--- config.mk ---
export PLATFORM = sky130hd
export DESIGN_NAME = turfio_cin_autoalign
export DESIGN_NICKNAME = d
export VERILOG_FILES = /design/src/rtl/turfio_align_pkg.sv /design/src/rtl/cin_eye_tracker.sv /design/src/rtl/turfio_cin_autoalign.sv
export SDC_FILE = /design/constraint.sdc
export NUM_CORES = 1
export LEC_CHECK = 0
export CORE_MARGIN = 2
export CORE_UTILIZATION = 40
export DETAILED_ROUTE_END_ITERATION = 16
export SLEW_MARGIN = 20
export SYNTH_ARGS = -nofsm -noshare
export SYNTH_HDL_FRONTEND = slang
export SYNTH_SLANG_ARGS = --single-unit
--- constraint.sdc ---
create_clock -name wb_clk_i -period 4.8 [get_ports wb_clk_i]
set_clock_uncertainty 0.1 [all_clocks]
set_input_delay 0.48 -clock wb_clk_i [delete_from_list [all_inputs] [get_ports wb_clk_i]]
set_output_delay 0.48 -clock wb_clk_i [all_outputs]
set_load 0.05 [all_outputs]
--- src/rtl/turfio_align_pkg.sv ---
// ----------------------------------------------------------------------------
// turfio_align_pkg
// Shared types for the CIN auto-alignment sequencer.
//   align_state_t : sequencer state encoding
//   TAP_W         : IDELAY tap value width
//   eye_result_t  : chosen eye centre and width (in sweep points)
//   clip_tap()    : clip a 10-bit intermediate tap value to the 9-bit range
// ----------------------------------------------------------------------------
package turfio_align_pkg;

    localparam int TAP_W = 9;

    typedef enum logic [3:0] {
        ST_IDLE,
        ST_VTC_OFF,
        ST_LOAD,
        ST_SETTLE,
        ST_DWELL,
        ST_NEXT,
        ST_EVAL,
        ST_CLOAD,
        ST_CSETTLE,
        ST_SLIP_RST,
        ST_LOCK,
        ST_CHECK,
        ST_SLIP_WAIT,
        ST_DONE,
        ST_FAIL
    } align_state_t;

    typedef struct packed {
        logic [TAP_W-1:0] center;
        logic [6:0]       width;
    } eye_result_t;

    // Tap arithmetic is carried one bit wider so that overflow past 511
    // can be detected and pinned to the top tap instead of wrapping.
    function automatic logic [TAP_W-1:0] clip_tap(input logic [TAP_W:0] v);
        return v[TAP_W] ? {TAP_W{1'b1}} : v[TAP_W-1:0];
    endfunction

endpackage

--- src/rtl/cin_eye_tracker.sv ---
// ----------------------------------------------------------------------------
// cin_eye_tracker
// Tracks the longest contiguous run of good sweep points during a tap sweep.
// Ports:
//   clk, rst      : clock, synchronous active-high reset
//   clr           : clear all run state (start of a new sweep)
//   sample_valid  : one-cycle strobe, 'good'/'tap' describe one sweep point
//   good          : the sampled tap was error-free
//   tap           : tap value of the sampled point
//   best_start    : first tap of the longest run (includes a still-open run)
//   best_len      : length of the longest run in sweep points
// ----------------------------------------------------------------------------
module cin_eye_tracker
    import turfio_align_pkg::*;
(
    input  logic             clk,
    input  logic             rst,
    input  logic             clr,
    input  logic             sample_valid,
    input  logic             good,
    input  logic [TAP_W-1:0] tap,
    output logic [TAP_W-1:0] best_start,
    output logic [TAP_W:0]   best_len
);

    logic [TAP_W-1:0] cur_start_q;
    logic [TAP_W:0]   cur_len_q;
    logic [TAP_W-1:0] best_start_q;
    logic [TAP_W:0]   best_len_q;

    // Run bookkeeping: a bad point closes the open run and promotes it only
    // when strictly longer, so on a tie the earlier run is kept.
    always_ff @(posedge clk) begin
        if (rst || clr) begin
            cur_start_q  <= '0;
            cur_len_q    <= '0;
            best_start_q <= '0;
            best_len_q   <= '0;
        end else if (sample_valid) begin
            if (good) begin
                if (cur_len_q == '0) begin
                    cur_start_q <= tap;
                end
                cur_len_q <= cur_len_q + 1'b1;
            end else begin
                if (cur_len_q > best_len_q) begin
                    best_start_q <= cur_start_q;
                    best_len_q   <= cur_len_q;
                end
                cur_len_q <= '0;
            end
        end
    end

    // A run still open at the last tap competes here, so the consumer sees
    // the final answer without a separate closing step.
    always_comb begin
        best_start = best_start_q;
        best_len   = best_len_q;
        if (cur_len_q > best_len_q) begin
            best_start = cur_start_q;
            best_len   = cur_len_q;
        end
    end

endmodule

--- src/rtl/turfio_cin_autoalign.sv ---
// ----------------------------------------------------------------------------
// turfio_cin_autoalign
// Hardware sequencer aligning the SURF CIN receive path: sweeps the IDELAY
// tap, centres on the widest error-free eye, then bitslips the parallelizer
// until it locks on the training pattern.
// Ports:
//   wb_clk_i, wb_rst_i   : clock, synchronous active-high reset
//   start_i, abort_i     : begin alignment / abandon (abort wins)
//   cin_err_i            : CIN bit-error flag (synchronized level)
//   lock_status_i        : parallelizer locked (synchronized)
//   delay_load_o         : one-cycle IDELAY load strobe
//   delay_cntvaluein_o   : tap value to load
//   en_vtc_o             : IDELAY VT compensation enable
//   bitslip_rst_o, bitslip_o, lock_req_o : one-cycle parallelizer strobes
//   busy_o, done_o, fail_o               : status (done/fail sticky)
//   eye_center_o, eye_width_o, slips_o   : alignment result
//   scan_map_o           : per-point good map (only with CIN_AUTOALIGN_MAP_EN)
// Optional feature macro: CIN_AUTOALIGN_MAP_EN
// ----------------------------------------------------------------------------
module turfio_cin_autoalign
    import turfio_align_pkg::*;
#(
    parameter int TAP_STEP      = 8,
    parameter int TAP_MAX       = 504,
    parameter int SETTLE_CYCLES = 16,
    parameter int DWELL_CYCLES  = 1024,
    parameter int MIN_EYE       = 4,
    parameter int MAX_SLIPS     = 8,
    parameter int LOCK_WAIT     = 64
)
(
    input  logic             wb_clk_i,
    input  logic             wb_rst_i,
    input  logic             start_i,
    input  logic             abort_i,
    input  logic             cin_err_i,
    input  logic             lock_status_i,
    output logic             delay_load_o,
    output logic [TAP_W-1:0] delay_cntvaluein_o,
    output logic             en_vtc_o,
    output logic             bitslip_rst_o,
    output logic             bitslip_o,
    output logic             lock_req_o,
    output logic             busy_o,
    output logic             done_o,
    output logic             fail_o,
    output logic [TAP_W-1:0] eye_center_o,
    output logic [6:0]       eye_width_o,
    output logic [3:0]       slips_o
`ifdef CIN_AUTOALIGN_MAP_EN
    ,
    output logic [TAP_MAX/TAP_STEP:0] scan_map_o
`endif
);

    localparam int NPTS = TAP_MAX / TAP_STEP + 1;

    localparam logic [TAP_W:0] STEP_W    = (TAP_W+1)'(TAP_STEP);
    localparam logic [TAP_W:0] MAX_W     = (TAP_W+1)'(TAP_MAX);
    localparam logic [TAP_W:0] NPTS_W    = (TAP_W+1)'(NPTS);
    localparam logic [TAP_W:0] MIN_W     = (TAP_W+1)'(MIN_EYE);
    localparam logic [TAP_W:0] ALL_GOOD_C = (TAP_W+1)'(((TAP_MAX / 2) / TAP_STEP) * TAP_STEP);
    localparam logic [3:0]     SLIPS_MAX = 4'(MAX_SLIPS);

    localparam logic [31:0] VTC_LAST    = 32'd7;
    localparam logic [31:0] SETTLE_LAST = 32'(SETTLE_CYCLES - 1);
    localparam logic [31:0] DWELL_LAST  = 32'(DWELL_CYCLES - 1);
    localparam logic [31:0] LOCK_LAST   = 32'(LOCK_WAIT - 1);

    align_state_t     state;
    logic [31:0]      cnt;
    logic [TAP_W:0]   tap_q;
    logic             err_seen;
    logic [3:0]       slips_q;
    eye_result_t      eye_q;

    logic             trk_clr;
    logic             trk_valid;
    logic [TAP_W-1:0] trk_start;
    logic [TAP_W:0]   trk_len;
    logic [TAP_W:0]   span;
    logic [TAP_W:0]   center_raw;
    logic [6:0]       width_sat;

    assign trk_clr   = (state == ST_IDLE) && start_i && !abort_i;
    assign trk_valid = (state == ST_NEXT);

    cin_eye_tracker u_tracker (
        .clk          (wb_clk_i),
        .rst          (wb_rst_i),
        .clr          (trk_clr),
        .sample_valid (trk_valid),
        .good         (!err_seen),
        .tap          (tap_q[TAP_W-1:0]),
        .best_start   (trk_start),
        .best_len     (trk_len)
    );

    // Eye centre: half the run span added to its first tap. A fully clean
    // sweep has no edges to centre between, so it falls back to mid-range
    // rounded down to a sweep point.
    always_comb begin
        span       = ((trk_len - 1'b1) * STEP_W) >> 1;
        center_raw = {1'b0, trk_start} + span;
        if (trk_len == NPTS_W) begin
            center_raw = ALL_GOOD_C;
        end
        width_sat = (trk_len > (TAP_W+1)'(127)) ? 7'd127 : trk_len[6:0];
    end

    assign eye_center_o = eye_q.center;
    assign eye_width_o  = eye_q.width;
    assign slips_o      = slips_q;

    // Sequencer: strobes default low each cycle and are raised on the
    // transition into the state that owns them, so each lasts one cycle.
    always_ff @(posedge wb_clk_i) begin
        if (wb_rst_i) begin
            state              <= ST_IDLE;
            cnt                <= '0;
            tap_q              <= '0;
            err_seen           <= 1'b0;
            slips_q            <= '0;
            eye_q              <= '0;
            delay_load_o       <= 1'b0;
            delay_cntvaluein_o <= '0;
            en_vtc_o           <= 1'b1;
            bitslip_rst_o      <= 1'b0;
            bitslip_o          <= 1'b0;
            lock_req_o         <= 1'b0;
            busy_o             <= 1'b0;
            done_o             <= 1'b0;
            fail_o             <= 1'b0;
        end else begin
            delay_load_o  <= 1'b0;
            bitslip_rst_o <= 1'b0;
            bitslip_o     <= 1'b0;
            lock_req_o    <= 1'b0;
            if (abort_i) begin
                state    <= ST_IDLE;
                cnt      <= '0;
                en_vtc_o <= 1'b1;
                busy_o   <= 1'b0;
                done_o   <= 1'b0;
                fail_o   <= 1'b0;
            end else begin
                case (state)
                    ST_IDLE: begin
                        if (start_i) begin
                            state    <= ST_VTC_OFF;
                            cnt      <= '0;
                            en_vtc_o <= 1'b0;
                            busy_o   <= 1'b1;
                            done_o   <= 1'b0;
                            fail_o   <= 1'b0;
                            eye_q    <= '0;
                            slips_q  <= '0;
                        end
                    end
                    ST_VTC_OFF: begin
                        if (cnt == VTC_LAST) begin
                            cnt                <= '0;
                            tap_q              <= '0;
                            delay_load_o       <= 1'b1;
                            delay_cntvaluein_o <= '0;
                            state              <= ST_LOAD;
                        end else begin
                            cnt <= cnt + 1'b1;
                        end
                    end
                    ST_LOAD: begin
                        cnt   <= '0;
                        state <= ST_SETTLE;
                    end
                    ST_SETTLE: begin
                        if (cnt == SETTLE_LAST) begin
                            cnt      <= '0;
                            err_seen <= 1'b0;
                            state    <= ST_DWELL;
                        end else begin
                            cnt <= cnt + 1'b1;
                        end
                    end
                    ST_DWELL: begin
                        if (cin_err_i) begin
                            err_seen <= 1'b1;
                        end
                        if (cnt == DWELL_LAST) begin
                            cnt   <= '0;
                            state <= ST_NEXT;
                        end else begin
                            cnt <= cnt + 1'b1;
                        end
                    end
                    ST_NEXT: begin
                        if (tap_q == MAX_W) begin
                            state <= ST_EVAL;
                        end else begin
                            tap_q              <= tap_q + STEP_W;
                            delay_load_o       <= 1'b1;
                            delay_cntvaluein_o <= clip_tap(tap_q + STEP_W);
                            state              <= ST_LOAD;
                        end
                    end
                    ST_EVAL: begin
                        eye_q.width <= width_sat;
                        if (trk_len < MIN_W) begin
                            state <= ST_FAIL;
                        end else begin
                            eye_q.center       <= clip_tap(center_raw);
                            delay_load_o       <= 1'b1;
                            delay_cntvaluein_o <= clip_tap(center_raw);
                            state              <= ST_CLOAD;
                        end
                    end
                    ST_CLOAD: begin
                        cnt   <= '0;
                        state <= ST_CSETTLE;
                    end
                    ST_CSETTLE: begin
                        if (cnt == SETTLE_LAST) begin
                            cnt           <= '0;
                            bitslip_rst_o <= 1'b1;
                            slips_q       <= '0;
                            state         <= ST_SLIP_RST;
                        end else begin
                            cnt <= cnt + 1'b1;
                        end
                    end
                    ST_SLIP_RST: begin
                        cnt        <= '0;
                        lock_req_o <= 1'b1;
                        state      <= ST_LOCK;
                    end
                    ST_LOCK: begin
                        if (cnt == LOCK_LAST) begin
                            cnt   <= '0;
                            state <= ST_CHECK;
                        end else begin
                            cnt <= cnt + 1'b1;
                        end
                    end
                    ST_CHECK: begin
                        if (lock_status_i) begin
                            state <= ST_DONE;
                        end else if (slips_q == SLIPS_MAX) begin
                            state <= ST_FAIL;
                        end else begin
                            bitslip_o <= 1'b1;
                            slips_q   <= slips_q + 1'b1;
                            cnt       <= '0;
                            state     <= ST_SLIP_WAIT;
                        end
                    end
                    ST_SLIP_WAIT: begin
                        if (cnt == LOCK_LAST) begin
                            cnt        <= '0;
                            lock_req_o <= 1'b1;
                            state      <= ST_LOCK;
                        end else begin
                            cnt <= cnt + 1'b1;
                        end
                    end
                    ST_DONE: begin
                        done_o   <= 1'b1;
                        busy_o   <= 1'b0;
                        en_vtc_o <= 1'b1;
                        state    <= ST_IDLE;
                    end
                    ST_FAIL: begin
                        fail_o   <= 1'b1;
                        busy_o   <= 1'b0;
                        en_vtc_o <= 1'b1;
                        state    <= ST_IDLE;
                    end
                    default: begin
                        state <= ST_IDLE;
                    end
                endcase
            end
        end
    end

`ifdef CIN_AUTOALIGN_MAP_EN
    // Per-point map: cleared when a sweep starts, one bit written per point.
    always_ff @(posedge wb_clk_i) begin
        if (wb_rst_i || trk_clr) begin
            scan_map_o <= '0;
        end else if (trk_valid && !abort_i) begin
            for (int k = 0; k < NPTS; k++) begin
                if (tap_q == (TAP_W+1)'(k * TAP_STEP)) begin
                    scan_map_o[k] <= !err_seen;
                end
            end
        end
    end
`endif

endmodule

==> impl_metrics.env, run 1 <==
export IMPL_status="complete, no violations"
export IMPL_power_density_nw_per_um2=292.8
export IMPL_nets=870
export IMPL_gr_total_overflow=0
export IMPL_setup_viol=0
export IMPL_critical_path_startpoint="u_tracker.best_len_q[9]$_SDFFE_PP0P_"
export IMPL_first_global_vias=5760
export IMPL_yosysMostFrequentCell="dfxtp_1"
export IMPL_start_util=0.4089
export IMPL_rrSetupSlack_ns=0.21
export IMPL_period_needed_ns=4.587
export IMPL_cts_buffer_depth=2
export IMPL_path_delay_family="compound AO/OA/AOI/OAI gates"
export IMPL_fp_dieArea_sq_um=17210
export IMPL_r2r_cells=18
export IMPL_cts_sinks=116
export IMPL_multi_input_area_sq_um=3859
export IMPL_drc_errors=0
export IMPL_portBuffers=42
export IMPL_cts_buffers=17
export IMPL_place_gp_congestion=0.9277
export IMPL_layout_drive_gt1_share=0.09390
export IMPL_period_share=0.9555
export IMPL_ys_seq_area_frac=0.3589
export IMPL_dieWidth_um=131.2
export IMPL_power_frac_comb=0.037
export IMPL_cap_violations=0
export IMPL_diodes=0
export IMPL_cts_max_level=4
export IMPL_final_max_slew_viol_count=0
export IMPL_netlist_area_sq_um=6471
export IMPL_synth_nets=836
export IMPL_hold_violations=0
export IMPL_synth_edff_count=0
export IMPL_grt_max_degree=27
export IMPL_grt_use_total=0.2125
export IMPL_synth_warnings=0
export IMPL_ys_ff_latch=116
export IMPL_synth_async_reset_ratio=0
export IMPL_synthCells=805
export IMPL_synth_common_cells="116 x dfxtp_1, 97 x nor2_1, 85 x nand2_1"
export IMPL_initialDrtViolationCount=386
export IMPL_routed_via_density=5.639
export IMPL_hp_class="reg -> reg"
export IMPL_routed_wl_um=18110
export IMPL_critPathRequiredTime_ns=5.00
export IMPL_yosys_area_top_type="dfxtp_1"
export IMPL_end_kind="flop"
export IMPL_core_area_sq_um=15830
export IMPL_path_cells="inv_1 > ha_1 > a21oi_1 > o21ai_1 > or4_1 > nand2_1 > buf_4 > nand3_1 > a21boi_1 > xnor2_1 > ha_1 > and3_1 > a221oi_2 > nor2b_2 > nand3_1 > a2111o_1 > a31oi_1 > o22ai_1"
export IMPL_swShare=0.2395
export IMPL_cts_root_buf="clkbuf_16"
export IMPL_internal_power_mw=1.708
export IMPL_syn_avg_cell_area_sq_um=8.039
export IMPL_fin_setup_tns_ns=0
export IMPL_cp_slowest_cell="or4_1"
export IMPL_antenna_found_initial=0
export IMPL_num_rows=46
export IMPL_grt_pass1_wl_um=29600
export IMPL_hpwl_um=12990
export IMPL_yosysTopAreaCellShare=0.3589
export IMPL_vias=6022
export IMPL_synth_area_leaders="dfxtp_1 36%, nor2_1 5.6%, a21oi_1 5.1%"
export IMPL_synth_ff_type="dfxtp_1"
export IMPL_relSlewSlack=0.3809
export IMPL_r2r_end="delay_cntvaluein_o[8]$_SDFFE_PP0P_"
export IMPL_synth_distinct_cells=73
export IMPL_path_depth=18
export IMPL_r2r_start="u_tracker.best_len_q[9]$_SDFFE_PP0P_"
export IMPL_die_h_um=131.2
export IMPL_startpoint_type="flop"
export IMPL_seqPwrFrac=0.433
export IMPL_crit_type="reg -> reg"
export IMPL_detail_route_wl_per_cell_um=16.96
export IMPL_syn2layout_area_growth_pct=18.50
export IMPL_first_pass_iters=5
export IMPL_max_freq_ghz=0.2180
export IMPL_ios=43
export IMPL_insertion_delay_ns=0.42
export IMPL_fillers=1527
export IMPL_seq_area_sq_um=2322
export IMPL_max_stage_delay_ns=0.54
export IMPL_grt_setup_unrepaired="yes"
export IMPL_arrival_ns=4.78
export IMPL_cts_clk_slew_worst_paths_ns=0.06
export IMPL_finalPower_mw=2.246
export IMPL_cts_tree="built"
export IMPL_ant_nets=0
export IMPL_power_leakage_nw=2.772
export IMPL_crit_buf_inv=2
export IMPL_tightest_slew_ns=0.9252
export IMPL_utilization=0.4845
export IMPL_cp_max_fo=14
export IMPL_clockPowerShare=0.530
export IMPL_critPathCapture="delay_cntvaluein_o[8]$_SDFFE_PP0P_"
export IMPL_p_switching_uw=537.9
export IMPL_ir_drop_mv=0.2809
==> kinds of logic after synthesis <==
logic type,after synthesis,share of synthesized area
AO/OA/AOI/OAI,171,0.1756
AND/OR/NAND/NOR,356,0.2800
adder cells (fa/ha/maj),25,0.04950
flip-flops,116,0.3589
XOR/XNOR,48,0.06496
buffers and inverters,76,0.05008
multiplexers,13,0.02107
==> power by group through the flow <==
stage	registers (mW)	logic, mW	clock network [mW]
floorplan	0.996	0.0550	0
global placement	0.993	0.0814	0
detailed placement	0.993	0.0826	0
CTS	0.973	0.0830	1.21
global route	0.973	0.0903	1.25
finish	0.973	0.0832	1.19
==> layout by cell type, fill, tap and decap left out, types with 5 or more instances in the layout <==
cell type | synthesis | routed
xnor2_1 | 26 | 25
or4_1 | 8 | 8
nand2_1 | 85 | 85
or3_1 | 6 | 6
and3_1 | 12 | 12
o31ai_1 | 7 | 7
a211oi_1 | 9 | 8
a21oi_1 | 66 | 66
nor3_1 | 23 | 23
ha_1 | 24 | 24
nand4_1 | 16 | 16
mux2i_1 | 8 | 8
nor2_1 | 97 | 97
a31oi_1 | 8 | 8
inv_1 | 33 | 33
nand3_1 | 41 | 41
o22ai_1 | 5 | 5
mux2_2 | 5 | 5
nor2b_1 | 7 | 6
a22o_1 | 7 | 7
buf_4 | 1 | 16
nor3b_1 | 5 | 5
clkinv_2 | 0 | 7
dfxtp_1 | 116 | 116
clkdlybuf4s50_1 | 0 | 42
o21ai_0 | 13 | 13
a21o_1 | 11 | 11
nor4_1 | 18 | 18
xor2_1 | 22 | 22
clkbuf_16 | 0 | 17
==> state kept, by name (all words and copies together), names as in the netlist, 4 cells and up <==
register	cells
eye_center_o	9
slips_o	4
delay_cntvaluein_o	9
u_tracker.cur_start_q	6
u_tracker.cur_len_q	10
tap_q	7
cnt	32
u_tracker.best_start_q	9
eye_width_o	7
state	4
u_tracker.best_len_q	10
==> layout make-up <==
cell class / count / share of cell area
Inverter: 33 / 0.01615
Tap cell: 216 / 0.03524
Timing Repair Buffer: 58 / 0.07048
Sequential cell: 116 / 0.3028
Clock inverter: 14 / 0.01485
Multi-Input combinational cell: 613 / 0.5032
Clock buffer: 18 / 0.05727
==> worst min-delay path by stage <==
stage | startpoint | end | slack, ns | cells after the start
final | eye_center_o[0]$_SDFFE_PP0P_ | eye_center_o[0]$_SDFFE_PP0P_ | 0.35 | 2
after global routing | u_tracker.best_start_q[6]$_SDFFE_PP0P_ | u_tracker.best_start_q[6]$_SDFFE_PP0P_ | 0.37 | 2
after CTS | eye_center_o[0]$_SDFFE_PP0P_ | eye_center_o[0]$_SDFFE_PP0P_ | 0.36 | 2
after detailed placement | eye_center_o[3]$_SDFFE_PP0P_ | eye_center_o[3]$_SDFFE_PP0P_ | 0.35 | 1
after global placement | u_tracker.best_start_q[7]$_SDFFE_PP0P_ | u_tracker.best_start_q[7]$_SDFFE_PP0P_ | 0.34 | 2
after floorplan | u_tracker.best_start_q[4]$_SDFFE_PP0P_ | u_tracker.best_start_q[4]$_SDFFE_PP0P_ | 0.33 | 2
==> tightest hold or removal path, delay by kind of cell (launching register included) <==
kind               cells  cell delay [ns]
AOI/OAI and AO/OA      1             0.05
DFF                    1             0.30
and+or+nand+nor        1             0.05
==> layer usage <==
| layer | GRT usage | wire, um |
|---|---|---|
| met1 | 0.2767 | 8395 |
| met2 | 0.3275 | 8206 |
| met4 | 0.1014 | 716 |
| met5 | 0 | 0 |
| met3 | 0.05633 | 796 |
==> through the flow <==
step	std cells	setup WS [ns]	hold WS [ns]	area [sq um]
after floorplan	805	0.4762	0.3329	6471
after global placement	1036	0.3325	0.3414	7086
after detailed placement	1036	0.1972	0.3473	7086
after CTS	1068	0.1827	0.3560	7639
after global routing	1068	-0.07178	0.3743	7669
final	1068	0.2135	0.3514	7669
==> timing repair <==
action / 4_1_cts / 5_1_grt
buffers inserted: 0 / 0
gates resized for setup: 0 / 6
setup endpoints to repair: 0 / 8
hold buffers: 0 / 0
Power figures use the tool's default switching activity.
==> inputs of run 2 (changes only) <==
- CORE_UTILIZATION: 40 -> 55
- CTS_CLUSTER_SIZE: not set -> 20
- PLACE_DENSITY: not set -> 0.75
==> run 2 against run 1 <==
  * Sequential power barely moved
  * Non-clock buffer count rose by 2
  * Clock power fell by 4%
  * Via count rose by 1.4%
  * Cell count fell by 7.0%
  * Worst setup slack improved by 0.024 ns
  * Fmax rose by 0.53%
  * Combinational power fell by 2%
  * Total power fell by 2.2%
  * Cell area fell by 1.4%
  * Largest power group unchanged
  * Count of clock-buffer cells in the layout rose by 4
  * Die area fell by 27%
==> impl_metrics.env, run 2 (same netlist as run 1, synthesis figures left out) <==
export IMPL_status="complete, no violations"
export IMPL_place_gp_congestion=0.9562
export IMPL_power_density_nw_per_um2=290.5
export IMPL_cp_slowest_cell="or4_1"
export IMPL_layout_common_cells="114 x dfxtp_1, 97 x nor2_1, 84 x nand2_1"
export IMPL_cap_violations=0
export IMPL_initialDrtViolationCount=650
export IMPL_critPathRequiredTime_ns=4.99
export IMPL_max_stage_delay_ns=0.56
export IMPL_core_area_sq_um=11470
export IMPL_num_rows=39
export IMPL_cts_clk_slew_worst_paths_ns=0.06
export IMPL_cts_max_level=4
export IMPL_dpl_worst_slack_ns=0.1136
export IMPL_setup_viol=0
export IMPL_hold_violations=0
export IMPL_die_h_um=112.5
export IMPL_dp_cells=964
export IMPL_relSlewSlack=0.3976
export IMPL_crit_type="reg -> reg"
export IMPL_antenna_found_initial=0
export IMPL_worst_slack_ns=0.2375
export IMPL_tightest_slew_ns=0.8987
export IMPL_largest_register_ffs=32
export IMPL_largest_register="cnt"
export IMPL_fp_dieArea_sq_um=12650
export IMPL_final_max_slew_viol_count=0
export IMPL_syn2layout_area_growth_pct=16.90
export IMPL_gr_total_overflow=0
export IMPL_grt_use_total=0.2839
export IMPL_ios=43
export IMPL_holdWs_ns=0.3488
export IMPL_detail_route_wl_per_cell_um=17.56
export IMPL_startpoint_type="flop"
export IMPL_drc_errors=0
export IMPL_vias=6106
export IMPL_ant_nets=0
export IMPL_hold_depth=2
export IMPL_cts_tree="built"
export IMPL_hpwl_um=12320
export IMPL_cp_max_fo=12
export IMPL_arrival_ns=4.75
export IMPL_first_pass_iters=6
export IMPL_portBuffers=42
export IMPL_final_cells=993
export IMPL_end_kind="flop"
export IMPL_r2r_cells=18
export IMPL_first_global_vias=5846
export IMPL_ir_drop_mv=0.3262
export IMPL_layout_drive_gt1_share=0.09529
export IMPL_routed_via_density=6.149
export IMPL_final_common_cell="dfxtp_1"
export IMPL_cts_root_buf="clkbuf_16"
export IMPL_cts_sinks=116
export IMPL_nets=872
export IMPL_reg_top3="cnt: 32 flops, u_tracker.best_len_q: 10 flops, u_tracker.cur_len_q: 10 flops"
export IMPL_insertion_delay_ns=0.42
export IMPL_cts_buffers=17
export IMPL_fin_setup_tns_ns=0
export IMPL_finalPower_mw=2.197
export IMPL_path_cells="inv_1 > ha_1 > a21oi_1 > o21ai_1 > or4_1 > nand2_2 > buf_4 > nand3_1 > a21boi_0 > xnor2_1 > ha_1 > and3_1 > a221oi_2 > nor2b_2 > nand3_1 > a2111o_1 > a31oi_1 > o22ai_1"
export IMPL_grt_max_degree=29
export IMPL_grt_pass1_wl_um=29030
export IMPL_dieWidth_um=112.5
export IMPL_period_needed_ns=4.563
export IMPL_hp_class="reg -> reg"
export IMPL_cts_buffer_depth=2
export IMPL_period_share=0.9505
export IMPL_routed_wl_um=17440
export IMPL_diodes=0
export IMPL_max_freq_ghz=0.2192
export IMPL_hold_buffers=0
export IMPL_start_util=0.5643
export IMPL_power_leakage_nw=2.766
-- run 2: final timing paths --
check	startpoint	end	slack (ns)
setup / recovery	u_tracker.best_len_q[7]$_SDFFE_PP0P_	delay_cntvaluein_o[8]$_SDFFE_PP0P_	0.24
hold / removal	busy_o$_SDFFE_PP0P_	busy_o$_SDFFE_PP0P_	0.35
setup reg to reg	u_tracker.best_len_q[7]$_SDFFE_PP0P_	delay_cntvaluein_o[8]$_SDFFE_PP0P_	0.24
hold reg to reg	busy_o$_SDFFE_PP0P_	busy_o$_SDFFE_PP0P_	0.35
-- run 2: timing repair --
item                                    in CTS  in global routing
hold endpoints to repair                     0                  0
gates resized for setup                      0                 11
buffers inserted                             0                  1
endpoints found under the setup margin       0                 11
-- run 2: critical path, delay by kind of cell (launching register included) --
family	cells	cell delay (ns)
AOI/OAI and AO/OA	7	1.59
and+or+nand+nor	6	1.36
adders and majority gates	2	0.66
DFF	1	0.36
buffers and inverters	2	0.27
xor gates and xnor gates	1	0.09
-- run 2: layout make-up --
cell class / count / area (sq um)
Clock buffer: 22 / 464.2
Multi-Input combinational cell: 613 / 3860
Timing Repair Buffer: 60 / 555.5
Inverter: 33 / 123.9
Clock inverter: 6 / 57.56
Tap cell: 143 / 178.9
Sequential cell: 116 / 2325
Fill cell: 965 / 3902
-- run 2: through the flow --
stage            util  area [sq um]
4_1_cts        0.6561          7523
3_3_place_gp   0.6106          7002
6_report       0.6597          7565
3_5_place_dp   0.6106          7002
5_1_grt        0.6597          7565
2_1_floorplan       -          6471
-- run 2: layer usage --
layer  global-route usage  up-vias  part of all wire
li1                     -     2953                 -
met1               0.3621     2902              0.44
met2               0.4727      211              0.49
met3              0.06803       40             0.057
met4              0.09756        0             0.021
met5                    0        -                 0
-- run 2: report_power, final --
part	switching, mW	internal, mW
Combinational	0.0584	0.0232
Sequential	0.00660	0.968
Clock	0.421	0.720
Total	0.486	1.71
